## config.mk

```make
export PLATFORM = sky130hd
export DESIGN_NAME = bcd_countdown_timer
export DESIGN_NICKNAME = d
export VERILOG_FILES = /design/src/rtl/bcd_countdown_timer.sv
export SDC_FILE = /design/constraint.sdc
export NUM_CORES = 1
export LEC_CHECK = 0
export BUFFER_PORTS_ARGS = -buffer_cell sky130_fd_sc_hd__buf_2
export CAP_MARGIN = 20
export CORE_MARGIN = 5
export CORE_UTILIZATION = 45
export CTS_CLUSTER_SIZE = 20
export DETAILED_ROUTE_END_ITERATION = 8
export PLACE_DENSITY = 0.85
export SYNTH_ARGS = -nofsm -noshare
export SYNTH_HDL_FRONTEND = slang
export SYNTH_SLANG_ARGS = --single-unit
```

## constraint.sdc

```tcl
create_clock -name clk -period 1.51 [get_ports clk]
set_input_delay 0.0755 -clock clk [delete_from_list [all_inputs] [get_ports clk]]
set_output_delay 0.0755 -clock clk [all_outputs]
set_load 0.02 [all_outputs]
```

## src/rtl/bcd_countdown_timer.sv

```systemverilog
// BCD countdown timer: load/start/pause/resume control over a multi-digit BCD down-counter.
// Optional CDT_ALARM_EN adds a blinking alarm output that toggles per tick while in DONE.

//  state   | meaning
//  IDLE    | counter loaded or reset, waiting for start
//  RUN     | counting down one BCD unit per tick
//  PAUSED  | countdown suspended, count held
//  DONE    | reached zero, count held at 0 until load or reset
module bcd_countdown_timer #(
  parameter int NUM_DIGITS = 4,
  parameter int TIME_MODE  = 1
) (
  input  logic                    clk,
  input  logic                    reset,
  input  logic                    tick,
  input  logic                    load,
  input  logic                    start,
  input  logic                    pause,
  input  logic [4*NUM_DIGITS-1:0] prog_bcd,
  output logic [4*NUM_DIGITS-1:0] count_bcd,
  output logic                    running,
  output logic                    done,
  output logic                    done_pulse
`ifdef CDT_ALARM_EN
  ,
  output logic                    alarm
`endif
);

  localparam int W = 4 * NUM_DIGITS;

  typedef enum logic [1:0] {
    ST_IDLE,
    ST_RUN,
    ST_PAUSED,
    ST_DONE
  } state_t;

  state_t state;

  logic [W-1:0] count_dec;
  logic [W-1:0] prog_clamped;
  logic         borrow;
  logic         count_zero;
  logic         count_one;

  // Odd positions are tens-of-seconds / tens-of-minutes in time mode.
  function automatic logic [3:0] digit_max(input int pos);
    if (TIME_MODE == 1 && (pos % 2) == 1) digit_max = 4'd5;
    else                                  digit_max = 4'd9;
  endfunction

  always_comb begin
    prog_clamped = prog_bcd;
    for (int i = 0; i < NUM_DIGITS; i++) begin
      if (prog_bcd[4*i +: 4] > digit_max(i)) prog_clamped[4*i +: 4] = digit_max(i);
    end
  end

  // Ripple borrow: zero digits wrap to their max until the first nonzero digit absorbs it.
  always_comb begin
    count_dec = count_bcd;
    borrow    = 1'b1;
    for (int i = 0; i < NUM_DIGITS; i++) begin
      if (borrow) begin
        if (count_bcd[4*i +: 4] == 4'd0) begin
          count_dec[4*i +: 4] = digit_max(i);
        end else begin
          count_dec[4*i +: 4] = count_bcd[4*i +: 4] - 4'd1;
          borrow              = 1'b0;
        end
      end
    end
  end

  assign count_zero = (count_bcd == '0);
  assign count_one  = (count_bcd == {{(W-1){1'b0}}, 1'b1});

  always_ff @(posedge clk) begin
    if (!reset) begin
      state      <= ST_IDLE;
      count_bcd  <= '0;
      running    <= 1'b0;
      done       <= 1'b0;
      done_pulse <= 1'b0;
    end else begin
      done_pulse <= 1'b0;
      case (state)
        ST_IDLE, ST_PAUSED: begin
          if (load) begin
            state     <= ST_IDLE;
            count_bcd <= prog_clamped;
            running   <= 1'b0;
            done      <= 1'b0;
          end else if (pause) begin
            // pause outranks start but has no effect outside RUN
          end else if (start) begin
            if (count_zero) begin
              state      <= ST_DONE;
              running    <= 1'b0;
              done       <= 1'b1;
              done_pulse <= 1'b1;
            end else begin
              state   <= ST_RUN;
              running <= 1'b1;
            end
          end
        end
        ST_RUN: begin
          if (pause) begin
            state   <= ST_PAUSED;
            running <= 1'b0;
          end else if (tick) begin
            count_bcd <= count_dec;
            if (count_one) begin
              state      <= ST_DONE;
              running    <= 1'b0;
              done       <= 1'b1;
              done_pulse <= 1'b1;
            end
          end
        end
        ST_DONE: begin
          if (load) begin
            state     <= ST_IDLE;
            count_bcd <= prog_clamped;
            running   <= 1'b0;
            done      <= 1'b0;
          end
        end
        default: begin
          state     <= ST_IDLE;
          count_bcd <= '0;
          running   <= 1'b0;
          done      <= 1'b0;
        end
      endcase
    end
  end

`ifdef CDT_ALARM_EN
  // Any exit from DONE (load) or any state other than DONE forces the alarm low.
  always_ff @(posedge clk) begin
    if (!reset) begin
      alarm <= 1'b0;
    end else if (state == ST_DONE && !load) begin
      alarm <= alarm ^ tick;
    end else begin
      alarm <= 1'b0;
    end
  end
`endif

endmodule

```

== Word-level counts from Yosys, hierarchy flattened ==
Cells that the tools add are included.

* Flip-flop bits (word level): 21
* Input bits: 22
* Output and inout port bits: 19
* Logic and storage cells: 101

* $add $sub $neg: 4
* Magnitude comparators: 4
* Equality and inequality tests: 17
* Multiplexer cells: 54
* Reductions and logical operators: 14

{| class="wikitable"
|+ Operator list
! operator !! number
|-
| $mux W16 || 3
|-
| $mux W4 || 11
|-
| $pmux W16 S2 || 1
|-
| $mux W1 || 27
|-
| $eq A16 B1 Y1 const B || 1
|-
| $logic_not A16 Y1 || 1
|-
| $logic_not A4 Y1 || 4
|-
| $mux W2 || 8
|-
| $sub A4 B1 Y4 const B || 4
|-
| $ne A3 B3 Y1 const B || 5
|-
| $ne A2 B2 Y1 const B || 7
|-
| $reduce_and A4 Y1 || 3
|-
| $gt A4 B3 Y1 const B || 2
|-
| $gt A4 B4 Y1 const B || 2
|-
| $reduce_and A7 Y1 || 1
|-
| $pmux W1 S3 || 2
|-
| $pmux W2 S3 || 1
|-
| $reduce_and A5 Y1 || 1
|-
| $eq A2 B2 Y1 const B || 2
|-
| $reduce_and A3 Y1 || 1
|-
| $reduce_or A3 Y1 || 1
|-
| $eq A2 B1 Y1 const B || 1
|-
| $logic_not A2 Y1 || 1
|-
| $ne A2 B1 Y1 const B || 1
|-
| 2 further kinds || 2
|}

== Longest topological paths before layout ==
* Depth in word-level cells: 8
* Mapped depth: 7
* Mapped depth without buffers: 5

== Worst setup path after synthesis ==
Ideal clock, no wire load.

* Path type: register to register
* From: reg count_bcd[4]
* To: reg state[1]
* Setup time: 0.116 ns
* Arrival: 1.489 ns
* Required time: 1.394 ns
* Setup slack: -0.095 ns
* Cell stages (with the launch flop): 6
* Buffers on the path: 0
* Clock period less this slack: 1.605 ns
* Cells stage by stage: dfxtp_1 > nor4_4 > nand4_1 > o2111ai_2 > o311ai_1 > o211a_1

* Longest elaborated chain between the ends: 6
* Elaborated cells between the ends (all ways): 9
* Classes of those cells: 2 x eq/ne; 5 x mux; 2 x reduce/logical

{| class="wikitable"
|+ Ends and longest elaborated chain
! element !! line !! RTL
|-
| start: declaration || 20 || <nowiki>output logic [4*NUM_DIGITS-1:0] count_bcd,</nowiki>
|-
| start signal: assignment || 92 || <nowiki>count_bcd <= prog_clamped;</nowiki>
|-
| start signal: assignment || 114 || <nowiki>count_bcd <= count_dec;</nowiki>
|-
| start signal: assignment || 126 || <nowiki>count_bcd <= prog_clamped;</nowiki>
|-
| $logic_not A16 Y1 || 76 || <nowiki>assign count_zero = (count_bcd == '0);</nowiki>
|-
| $mux W2 || 98 || <nowiki>if (count_zero) begin</nowiki>
|-
| $mux W2 || 97 || <nowiki>end else if (start) begin</nowiki>
|-
| $mux W2 || 95 || <nowiki>end else if (pause) begin</nowiki>
|-
| $mux W2 || 90 || <nowiki>if (load) begin</nowiki>
|-
| $pmux W2 S3 || 88 || <nowiki>case (state)</nowiki>
|-
| end signal: assignment || 91 || <nowiki>state <= ST_IDLE;</nowiki>
|-
| end signal: assignment || 99 || <nowiki>state <= ST_DONE;</nowiki>
|-
| end signal: assignment || 104 || <nowiki>state <= ST_RUN;</nowiki>
|-
| end: declaration || 39 || <nowiki>state_t state;</nowiki>
|}

Parallel ways exist; a longest one is shown, timed or not. The select of a mux whose other input is x is not followed.
A chain may end at the register's enable or synchronous reset.

== Worst setup path in the final report ==
* From: reg count_bcd[11]
* To: reg state[1]

The elaborated chain is that of the path after synthesis.

==> results.txt <==
P_int -> 0.940 mW
Initial antenna violation count -> 0
Total track usage -> 19.0%
Count of buffers from port buffering -> 40
Via/cell ratio -> 6.03
Part of the cycle the worst path needs -> 111%
Required @ worst endpoint -> 1.73 ns
RSZ-0062 raised after global routing -> yes
Share of layout cells above drive strength 1 -> 46.1%
CTS Hold Bufs -> 0
DR vias -> 1575
Fin Setup TNS -> -0.384 ns
Antenna diode count -> 0
Clk_lat worst skew -> 0.32 ns
Top-count cell post-synth -> dfxtp_1
Post-layout min period -> 1.67 ns
Failing checks -> setup timing
Max IR drop VDD -> 546 uV
Mapped cell area -> 1310 um2
DRC viols -> 0
Tightest Pin Transition -> 0.378 ns
Worst EP arrival -> 1.89 ns
Hold Slack -> 0.103 ns
Global-route wire length before repair -> 6.35 mm
GPL Wtd Cong -> 0.856
Synth Area in XOR/XNOR -> 0%
H-Tree Depth -> 1
Yosys reg bits -> 21
Sequential power share -> 43.6%
Wire per inst -> 16.2 um
CP max stage delay -> 0.38 ns
Power per cell area -> 767 nW/um2
Most frequent cells after synthesis -> 21 x dfxtp_1, 18 x o21ai_0, 17 x nand2_1
I/O pin cnt -> 41
Post-route ant nets -> 0
Pre-CTS setup slack -> -0.0705 ns
EDFF count, synth -> 0
Slowest cell on crit path -> nor4_4
Netlist cell types -> 46
Cell Chain, Critical Path -> nor4_4 > nand4_1 > o2111ai_2 > o311ai_1 > o211a_1
Post-synthesis mux area share -> 1.53%
Hold Crit Endpoint -> count_bcd[0]
Post-DP HPWL -> 2.83 mm
DRT Wirelength -> 4.22 mm
Hold path depth -> 4
Dominant cells by area after synthesis -> dfxtp_1 32%, o21ai_0 6.9%, nand2_1 4.9%
FF-to-FF End -> state[1]
Worst r2r src -> count_bcd[11]
Switching share of total power -> 35.5%
Max Freq -> 598 MHz
Final Hold Vio Count -> 0
TritonCTS clock tree -> built
Clock-pin slew on the worst setup and hold paths -> 0.13 ns
Comb pwr share -> 36.5%
Drt initial violations -> 131
Max clock buf depth -> 2
Sw Pwr -> 0.518 mW
Number of max-cap violations -> 0
Cell taking the most area after synthesis -> dfxtp_1
Synth Flop Type -> dfxtp_1
Synth warn -> 0
Cells after synthesis -> 164
Clock skew -> 0.00573 ns
Die area -> 4090 um2
Root Driver -> clkbuf_4
Syn nets -> 186
Final instance area -> 1900 um2
Worst Setup Slack, final -> -0.162 ns
Die H -> 63.9 um
Core ar. -> 2780 um2
Initial Util -> 47.1%
Reg2Reg Setup Slack -> -0.16 ns
Compound-Gate Fraction of Synth Area -> 35.0%
Clock power frac -> 19.9%
LEAKAGE -> 0.831 nW
Worst slew margin -> 74.8%
Synth Area in Simple Gates -> 27.6%
Ys async rst share -> 0%
Post-DP Area -> 1730 um2
Register area share after synthesis -> 32.1%
Status -> finished with violations
CP Capture Type -> flip-flop
# fillers -> 220
HP Class -> in2reg
Sinks on Clock Net -> 21
Combinational family with the most area after synthesis -> compound AO/OA/AOI/OAI gates
Placed Cells -> 254
Crit-path max FO -> 3
Final setup fails -> 5
Critical path launch point type -> flip-flop
WS Path Type -> reg2reg
Area grow syn2layout -> 45.1%
Fin cells -> 261
Nets -> 253
Reg2Reg Depth -> 5
Site Rows -> 19
Share of the synthesized area in the top cell type -> 32.1%
Hold_sp -> prog_bcd[0]
DRT Pass-1 Iters -> 4
Total grt overflow -> 0
Vias in the first global route -> 1383
Num CTS Buffers -> 3
Largest net degree at the start of global routing -> 22
Chip width -> 63.9 um
Slew Viols, Final -> 0
Synthesized area per cell -> 7.98 um2
Synth Area in Adders -> 0%
==> power groups by stage <==
stage | Combinational, mW | Clock [mW] | Sequential [mW]
after floorplan | 0.212 | 0 | 0.690
after global placement | 0.438 | 0 | 0.635
after detailed placement | 0.444 | 0 | 0.637
after CTS | 0.467 | 0.291 | 0.628
after global routing | 0.575 | 0.317 | 0.641
final | 0.531 | 0.290 | 0.636
==> cell families (layout without fill, tap and decap cells) <==
kind of cell           after synthesis  after routing
muxes                                2              2
AOI/OAI and AO/OA                   67             67
and+or+nand+nor                     63             63
DFF                                 21             21
buffers and inverters               11             77
==> flip-flops by register name, summed over array words and instances, names as in the netlist <==
name	count
count_bcd	16
running	1
state	2
done_pulse	1
done	1
==> worst max path at each step <==
stage,slack [ns],end,depth (start not counted),startpoint
after CTS,-0.08,state[1],5,count_bcd[5]
after floorplan,-0.004,state[1],5,count_bcd[11]
after global placement,-0.01,state[1],5,count_bcd[3]
after global routing,-0.22,state[1],5,count_bcd[11]
final,-0.16,state[1],5,count_bcd[11]
after detailed placement,-0.07,state[1],5,count_bcd[3]
==> critical path: cells and delay by family (launching register included) <==
family           cells  cell delay [ns]
AO/OA/AOI/OAI        3             0.62
flip-flops           1             0.37
AND/OR/NAND/NOR      2             0.59
==> timing repair <==
item                       in CTS  in global routing
pin swaps                       2                  9
setup endpoints to repair      12                 18
buffers inserted                2                  1
gates resized for setup         7                 26
==> final cells by class <==
cell class	count	area, um2	area share [%]
sequential	21	430	22.7
timing repair buffer	71	433	22.8
inverter	2	7.51	0.395
clock inverter	1	5.00	0.264
tap	31	38.8	2.04
multi-input combinational	132	962	50.7
clock buffer	3	22.5	1.19
==> stage by stage <==
stage | util, % | total power, mW
after global placement | 62.1 | 1.07
after CTS | 64.4 | 1.39
final | 68.3 | 1.46
after global routing | 68.3 | 1.53
after detailed placement | 62.1 | 1.08
after floorplan | - | 0.903
==> placed cells by master (no fill, tap or decap), types with 2 or more instances in the layout <==
master | synthesis | routed
dfxtp_2 | 0 | 5
nor2_1 | 10 | 9
nor2b_1 | 6 | 6
dfxtp_1 | 21 | 15
nor3_1 | 4 | 2
o21ai_1 | 1 | 5
o31ai_1 | 4 | 4
a21oi_2 | 0 | 2
a21boi_1 | 0 | 3
a32oi_1 | 2 | 2
nor3_2 | 0 | 2
buf_4 | 1 | 31
inv_1 | 2 | 2
buf_2 | 3 | 40
a31oi_1 | 2 | 2
nor3b_1 | 4 | 3
o2111ai_2 | 1 | 2
nand4_1 | 2 | 2
nor4_4 | 1 | 3
a21oi_1 | 12 | 10
o211a_1 | 2 | 2
nand2_1 | 17 | 15
mux2i_1 | 2 | 2
a22oi_1 | 2 | 2
a21boi_0 | 5 | 2
o21a_1 | 3 | 3
clkbuf_4 | 0 | 3
nand3_1 | 5 | 5
a211oi_1 | 2 | 2
o21ai_0 | 18 | 14
o221a_2 | 2 | 2
o211ai_1 | 3 | 3
nand2b_1 | 3 | 2
==> routing by layer <==
metal  vias to the layer above  share of wire, %  track usage, %
met4                         0               3.2            9.35
met1                       735                42            25.1
met3                        16               7.3            3.85
li1                        757                 -               -
met5                         -                 0               0
met2                        67                48            29.1
No activity file was read; power rests on OpenSTA's default activity.
